File: src/rtl/reg_writeback.sv
// reg_writeback: register-file writeback stage for one core thread.
//
// During the UPDATE core phase (core_state == 3'b110) it selects the result
// source (ALU, LSU load data or immediate), waits a bounded time for load
// data if needed, and performs one valid/ready write into the register file.
// All outputs are registered.
//
// Ports
//   clk, reset                  clock, synchronous active-high reset
//   enable                      thread active; low freezes all state
//   core_state                  core phase, 3'b110 = UPDATE
//   decoded_*                   write enable, source mux, rd, immediate
//   alu_out, lsu_out, lsu_valid result sources
//   wb_ready / wb_valid         write handshake with the register file
//   wb_address, wb_data         write target and value
//   wb_done, wb_error           phase complete / illegal, timed-out or aborted
//   wb_count                    saturating count of completed writes
module reg_writeback #(
  parameter int unsigned DATA_BITS      = 8,
  parameter int unsigned TIMEOUT_CYCLES = 16
) (
  input  logic                 clk,
  input  logic                 reset,
  input  logic                 enable,
  input  logic [2:0]           core_state,
  input  logic                 decoded_reg_write_enable,
  input  logic [1:0]           decoded_reg_input_mux,
  input  logic [3:0]           decoded_rd_address,
  input  logic [DATA_BITS-1:0] decoded_immediate,
  input  logic [DATA_BITS-1:0] alu_out,
  input  logic [DATA_BITS-1:0] lsu_out,
  input  logic                 lsu_valid,
  input  logic                 wb_ready,
  output logic                 wb_valid,
  output logic [3:0]           wb_address,
  output logic [DATA_BITS-1:0] wb_data,
  output logic                 wb_done,
  output logic                 wb_error,
  output logic [7:0]           wb_count
);

  localparam logic [2:0] CoreUpdate = 3'b110;
  localparam logic [1:0] MuxArith   = 2'b00;
  localparam logic [1:0] MuxMemory  = 2'b01;
  localparam logic [1:0] MuxConst   = 2'b10;
  localparam logic [7:0] WaitLast   = 8'(TIMEOUT_CYCLES - 1);

  typedef enum logic [1:0] {StIdle, StWaitMem, StWrite, StDone} state_e;

  state_e               state_q, state_d;
  logic                 valid_q, valid_d;
  logic [3:0]           addr_q, addr_d;
  logic [DATA_BITS-1:0] data_q, data_d;
  logic                 done_q, done_d;
  logic                 error_q, error_d;
  logic [7:0]           count_q, count_d;
  logic [7:0]           wait_q, wait_d;

  logic in_update;
  assign in_update = (core_state == CoreUpdate);

  always_comb begin
    state_d = state_q;
    valid_d = valid_q;
    addr_d  = addr_q;
    data_d  = data_q;
    done_d  = done_q;
    error_d = error_q;
    count_d = count_q;
    wait_d  = wait_q;

    unique case (state_q)
      StIdle: begin
        // An abort error pulse lasts only the one cycle spent entering IDLE.
        done_d  = 1'b0;
        error_d = 1'b0;
        if (in_update) begin
          if (!decoded_reg_write_enable) begin
            state_d = StDone;
            done_d  = 1'b1;
          end else if (decoded_rd_address >= 4'd13 ||
                       decoded_reg_input_mux == 2'b11) begin
            state_d = StDone;
            done_d  = 1'b1;
            error_d = 1'b1;
          end else begin
            addr_d = decoded_rd_address;
            if (decoded_reg_input_mux == MuxArith) begin
              data_d  = alu_out;
              valid_d = 1'b1;
              state_d = StWrite;
            end else if (decoded_reg_input_mux == MuxConst) begin
              data_d  = decoded_immediate;
              valid_d = 1'b1;
              state_d = StWrite;
            end else if (decoded_reg_input_mux == MuxMemory && lsu_valid) begin
              data_d  = lsu_out;
              valid_d = 1'b1;
              state_d = StWrite;
            end else begin
              wait_d  = 8'd0;
              state_d = StWaitMem;
            end
          end
        end
      end

      StWaitMem: begin
        if (!in_update) begin
          state_d = StIdle;
          error_d = 1'b1;
        end else if (lsu_valid) begin
          data_d  = lsu_out;
          valid_d = 1'b1;
          state_d = StWrite;
        end else if (wait_q == WaitLast) begin
          state_d = StDone;
          done_d  = 1'b1;
          error_d = 1'b1;
        end else begin
          wait_d = wait_q + 8'd1;
        end
      end

      StWrite: begin
        // A handshake wins over a simultaneous phase change: the write lands.
        if (valid_q && wb_ready) begin
          state_d = StDone;
          valid_d = 1'b0;
          done_d  = 1'b1;
          error_d = 1'b0;
          if (count_q != 8'hFF) count_d = count_q + 8'd1;
        end else if (!in_update) begin
          state_d = StIdle;
          valid_d = 1'b0;
          error_d = 1'b1;
        end
      end

      StDone: begin
        if (!in_update) begin
          state_d = StIdle;
          done_d  = 1'b0;
          error_d = 1'b0;
        end
      end

      default: state_d = StIdle;
    endcase
  end

  always_ff @(posedge clk) begin
    if (reset) begin
      state_q <= StIdle;
      valid_q <= 1'b0;
      addr_q  <= 4'd0;
      data_q  <= '0;
      done_q  <= 1'b0;
      error_q <= 1'b0;
      count_q <= 8'd0;
      wait_q  <= 8'd0;
    end else if (enable) begin
      state_q <= state_d;
      valid_q <= valid_d;
      addr_q  <= addr_d;
      data_q  <= data_d;
      done_q  <= done_d;
      error_q <= error_d;
      count_q <= count_d;
      wait_q  <= wait_d;
    end
  end

  assign wb_valid   = valid_q;
  assign wb_address = addr_q;
  assign wb_data    = data_q;
  assign wb_done    = done_q;
  assign wb_error   = error_q;
  assign wb_count   = count_q;

endmodule

File: config.mk
export PLATFORM = sky130hd
export DESIGN_NAME = reg_writeback
export DESIGN_NICKNAME = d
export VERILOG_FILES = /design/src/rtl/reg_writeback.sv
export SDC_FILE = /design/constraint.sdc
export NUM_CORES = 1
export LEC_CHECK = 0
export CAP_MARGIN = 20
export CORE_UTILIZATION = 42
export DETAILED_ROUTE_END_ITERATION = 10
export PLACE_DENSITY = 0.72
export SKIP_LAST_GASP = 1
export SYNTH_ARGS = -nofsm -noshare
export SYNTH_HDL_FRONTEND = slang
export SYNTH_SLANG_ARGS = --single-unit
File: constraint.sdc
create_clock -name clk -period 1.9 [get_ports clk]
set_input_delay 0.19 -clock clk [delete_from_list [all_inputs] [get_ports clk]]
set_output_delay 0.19 -clock clk [all_outputs]
set_load 0.005 [all_outputs]
==> impl_metrics.xml <==
<?xml version="1.0" encoding="UTF-8"?>
<metrics>
  <group name="outcome">
    <metric name="status" unit="">complete, no violations</metric>
  </group>
  <group name="grt">
    <metric name="grt_start_max_net_pins" unit="">34</metric>
    <metric name="overflow" unit="">0</metric>
    <metric name="grt_pass1_wl" unit="um">8700</metric>
    <metric name="grt_antenna_before_repair" unit="">0</metric>
    <metric name="groute.usage.overall" unit="%">21.3</metric>
    <metric name="grt_pass1_vias" unit="">1948</metric>
  </group>
  <group name="clock_network">
    <metric name="postCtsHoldBufs" unit="">0</metric>
    <metric name="htree_levels" unit="">2</metric>
    <metric name="cts.clk_slew.worst_paths" unit="ns">0.07</metric>
    <metric name="clock_insertion_delay_worst_skew" unit="ns">0.29</metric>
    <metric name="root_buffer" unit="">sky130_fd_sc_hd__clkbuf_8</metric>
    <metric name="clock_sink_count" unit="">33</metric>
    <metric name="cts_max_path_buffers" unit="">2</metric>
    <metric name="cts_made_buffers" unit="">5</metric>
    <metric name="tritoncts" unit="">built</metric>
  </group>
  <group name="final_layout">
    <metric name="fin_area" unit="mm^2">0.00306</metric>
    <metric name="post_route_cells_drive_above_1_share" unit="%">16.6</metric>
    <metric name="mostFrequentLayoutCells" unit="">sky130_fd_sc_hd__clkdlybuf4s50_1, sky130_fd_sc_hd__buf_4, sky130_fd_sc_hd__nor2_1, sky130_fd_sc_hd__dfxtp_1, sky130_fd_sc_hd__mux2i_1</metric>
    <metric name="nets" unit="">378</metric>
    <metric name="seq_area" unit="um^2">666</metric>
    <metric name="mostFrequentLayoutCell" unit="">sky130_fd_sc_hd__clkdlybuf4s50_1</metric>
    <metric name="insertedDiodeCount" unit="">0</metric>
    <metric name="utilization" unit="%">67.9</metric>
    <metric name="area_used_by_multi_input_combinational_logic" unit="mm^2">0.00131</metric>
    <metric name="final.fill_count" unit="">411</metric>
    <metric name="synthesis_to_finish_area_growth" unit="%">50.0</metric>
  </group>
  <group name="floorplan">
    <metric name="rows" unit="">24</metric>
    <metric name="die_y" unit="um">71.7</metric>
    <metric name="initial_core_util" unit="%">45.3</metric>
    <metric name="die-width" unit="um">71.7</metric>
    <metric name="coreArea" unit="mm^2">0.00450</metric>
    <metric name="boundary_pins" unit="">62</metric>
    <metric name="fp.dieArea" unit="mm^2">0.00514</metric>
  </group>
  <group name="detailed_routing">
    <metric name="wl_per_cell" unit="um">13.8</metric>
    <metric name="initial_detailed_routing_violation_count" unit="">121</metric>
    <metric name="drt_pre_antenna_iters" unit="">4</metric>
    <metric name="routed_wirelength" unit="um">5320</metric>
    <metric name="drt_drc_violations_left" unit="">0</metric>
    <metric name="antenna_violating_nets_post_route" unit="">0</metric>
    <metric name="vias_per_cell" unit="">5.29</metric>
    <metric name="routed-via-count" unit="">2030</metric>
  </group>
  <group name="hold_path">
    <metric name="hold_class" unit="">reg -&gt; reg</metric>
  </group>
  <group name="synthesis">
    <metric name="synth_top_flop_cell" unit="">sky130_fd_sc_hd__dfxtp_1</metric>
    <metric name="yosys_register_bits" unit="">33</metric>
    <metric name="async_flop_share" unit="%">0</metric>
    <metric name="synth_top_area_share" unit="%">32.4</metric>
    <metric name="synth_area_per_cell" unit="um^2">8.46</metric>
    <metric name="netlist_instances" unit="">241</metric>
    <metric name="edff_count_synth" unit="">0</metric>
    <metric name="yosys.cell_types.count" unit="">52</metric>
    <metric name="ys_top_cells_by_area" unit="">sky130_fd_sc_hd__dfxtp_1, sky130_fd_sc_hd__mux2i_1, sky130_fd_sc_hd__nor2_1, sky130_fd_sc_hd__ha_1, sky130_fd_sc_hd__a21oi_1</metric>
    <metric name="mappedNetlistNets" unit="">288</metric>
    <metric name="yosysSeqAreaShare" unit="%">32.4</metric>
    <metric name="yosysTopAreaCell" unit="">sky130_fd_sc_hd__dfxtp_1</metric>
    <metric name="synth.cell_area" unit="mm^2">0.00204</metric>
    <metric name="synthesis.yosys.warnings" unit="">0</metric>
  </group>
  <group name="pwr">
    <metric name="report.power.total" unit="W">0.00192</metric>
    <metric name="leakage" unit="nW">1.24</metric>
    <metric name="max-vdd-ir-drop" unit="uV">456</metric>
    <metric name="power_density" unit="mW/mm^2">628</metric>
  </group>
  <group name="sta">
    <metric name="rsz0062_at_grt" unit="">true</metric>
    <metric name="setup_viol" unit="">0</metric>
    <metric name="maxSlewHeadroom" unit="%">74.4</metric>
    <metric name="finalSetupTns" unit="ns">0</metric>
    <metric name="timing.final.hold_violations" unit="">0</metric>
    <metric name="worst-slew-pin-transition" unit="ns">0.381</metric>
    <metric name="period_needed" unit="ns">1.88</metric>
    <metric name="achievable-frequency" unit="MHz">533</metric>
    <metric name="slew_limit_fails" unit="">0</metric>
    <metric name="clock-skew-final" unit="ns">0.00270</metric>
    <metric name="fin_crit_sh" unit="%">98.8</metric>
  </group>
  <group name="flow_run">
    <metric name="maxCapViolCount" unit="">0</metric>
  </group>
  <group name="setup_path">
    <metric name="biggest_fanout_along_the_worst_timing_path" unit="">8</metric>
    <metric name="critPathRequiredTime" unit="ns">2.07</metric>
    <metric name="start_kind" unit="">flop</metric>
    <metric name="end_kind" unit="">flop</metric>
    <metric name="critical_path_arrival" unit="ns">2.05</metric>
    <metric name="timing_worst_setup_path_type" unit="">reg -&gt; reg</metric>
  </group>
  <group name="place">
    <metric name="buffer_ports.inserted" unit="">61</metric>
    <metric name="post_dp_cell_area" unit="mm^2">0.00289</metric>
    <metric name="gpl.final_weighted_congestion" unit="">0.874</metric>
    <metric name="final_hpwl_from_detailed_placement" unit="um">3950</metric>
  </group>
</metrics>
[cell families after synthesis]
group / count (synthesis) / share of synthesized area, %
and+or+nand+nor: 92 / 22.8
adders and majority gates: 8 / 4.91
AOI/OAI and AO/OA: 58 / 19.0
xor gates and xnor gates: 6 / 2.58
muxes: 25 / 12.3
buffers and inverters: 19 / 6.01
DFF: 33 / 32.4
[through the flow]
step           hold WS (ns)  setup slack [ns]  std cells
2_1_floorplan         0.334           -0.0155        241
3_3_place_gp          0.471           -0.0741        374
3_5_place_dp          0.480           -0.0938        374
4_1_cts               0.499           0.00366        382
5_1_grt               0.522           -0.0643        384
6_report              0.495            0.0230        384
[worst max-delay path, cell delays in order (launching register included)]
cell	delay, ns
sky130_fd_sc_hd__dfxtp_2	0.33
sky130_fd_sc_hd__buf_4	0.13
sky130_fd_sc_hd__ha_4	0.17
sky130_fd_sc_hd__or2_1	0.23
sky130_fd_sc_hd__or3_4	0.34
sky130_fd_sc_hd__a31oi_4	0.16
sky130_fd_sc_hd__buf_12	0.15
sky130_fd_sc_hd__mux2i_1	0.19
sky130_fd_sc_hd__nor2_1	0.05
[worst paths after layout]
kind / end / depth (start not counted) / slack [ns] / from
worst max-delay path: wb_data[3]$_SDFFE_PP0P_ / 8 / 0.02 / state_q[0]$_SDFFE_PP0P_
worst min-delay path: wb_data[2]$_SDFFE_PP0P_ / 2 / 0.50 / wb_data[2]$_SDFFE_PP0P_
worst max register to register: wb_data[3]$_SDFFE_PP0P_ / 8 / 0.02 / state_q[0]$_SDFFE_PP0P_
worst min register to register: wb_data[2]$_SDFFE_PP0P_ / 2 / 0.50 / wb_data[2]$_SDFFE_PP0P_
[layout make-up]
| type | instances | share of cell area (%) |
|---|---|---|
| timing repair buffer | 95 | 28.7 |
| clock buffer | 7 | 2.82 |
| clock inverter | 1 | 0.982 |
| inverter | 7 | 0.941 |
| tap | 52 | 2.13 |
| multi-input combinational | 189 | 42.7 |
| sequential | 33 | 21.8 |
[registers in the layout, summed over array words and instances, names as in the netlist]
register and cells:
state_q 2, wait_q 8, wb_address 4, wb_count 8, wb_data 8, wb_done 1, wb_error 1, wb_valid 1
[power breakdown]
group	internal (W)	switching, W
Combinational	0.000277	0.000224
Clock	0.000428	0.000263
Sequential	0.000713	0.0000165
Total	0.00142	0.000503
[synth_stat cells (2+ instances only)]
| master | instances |
|---|---|
| sky130_fd_sc_hd__buf_6 | 3 |
| sky130_fd_sc_hd__mux2i_1 | 25 |
| sky130_fd_sc_hd__a221oi_1 | 2 |
| sky130_fd_sc_hd__dfxtp_1 | 33 |
| sky130_fd_sc_hd__and4_1 | 2 |
| sky130_fd_sc_hd__a211oi_1 | 3 |
| sky130_fd_sc_hd__o21ai_1 | 2 |
| sky130_fd_sc_hd__inv_1 | 7 |
| sky130_fd_sc_hd__nand2b_1 | 6 |
| sky130_fd_sc_hd__nand4_1 | 5 |
| sky130_fd_sc_hd__o21a_1 | 2 |
| sky130_fd_sc_hd__nor2_1 | 32 |
| sky130_fd_sc_hd__and2_1 | 2 |
| sky130_fd_sc_hd__and3_1 | 2 |
| sky130_fd_sc_hd__buf_2 | 2 |
| sky130_fd_sc_hd__nand3b_1 | 3 |
| sky130_fd_sc_hd__o211ai_1 | 2 |
| sky130_fd_sc_hd__o21ai_0 | 15 |
| sky130_fd_sc_hd__a31oi_1 | 4 |
| sky130_fd_sc_hd__dlygate4sd1_1 | 3 |
| sky130_fd_sc_hd__xor2_1 | 5 |
| sky130_fd_sc_hd__ha_1 | 8 |
| sky130_fd_sc_hd__nand3_1 | 8 |
| sky130_fd_sc_hd__a21oi_1 | 16 |
| sky130_fd_sc_hd__nand2_1 | 19 |
| sky130_fd_sc_hd__nor4_1 | 3 |
| sky130_fd_sc_hd__a41oi_1 | 2 |
[metal layers]
layer	track usage [%]	vias to the layer above	routed length [um]
met1	25.3	919	2410
li1	-	1051	-
met5	0	-	0
met4	5.66	0	66
met3	5.77	7	282
met2	37.7	53	2560
[what timing repair did]
action	4_1_cts	5_1_grt
pin swaps	0	3
resized for setup	1	8
setup buffers	0	2
endpoints found under the setup margin	3	13
Note: power is estimated with default switching activity, not from simulation.
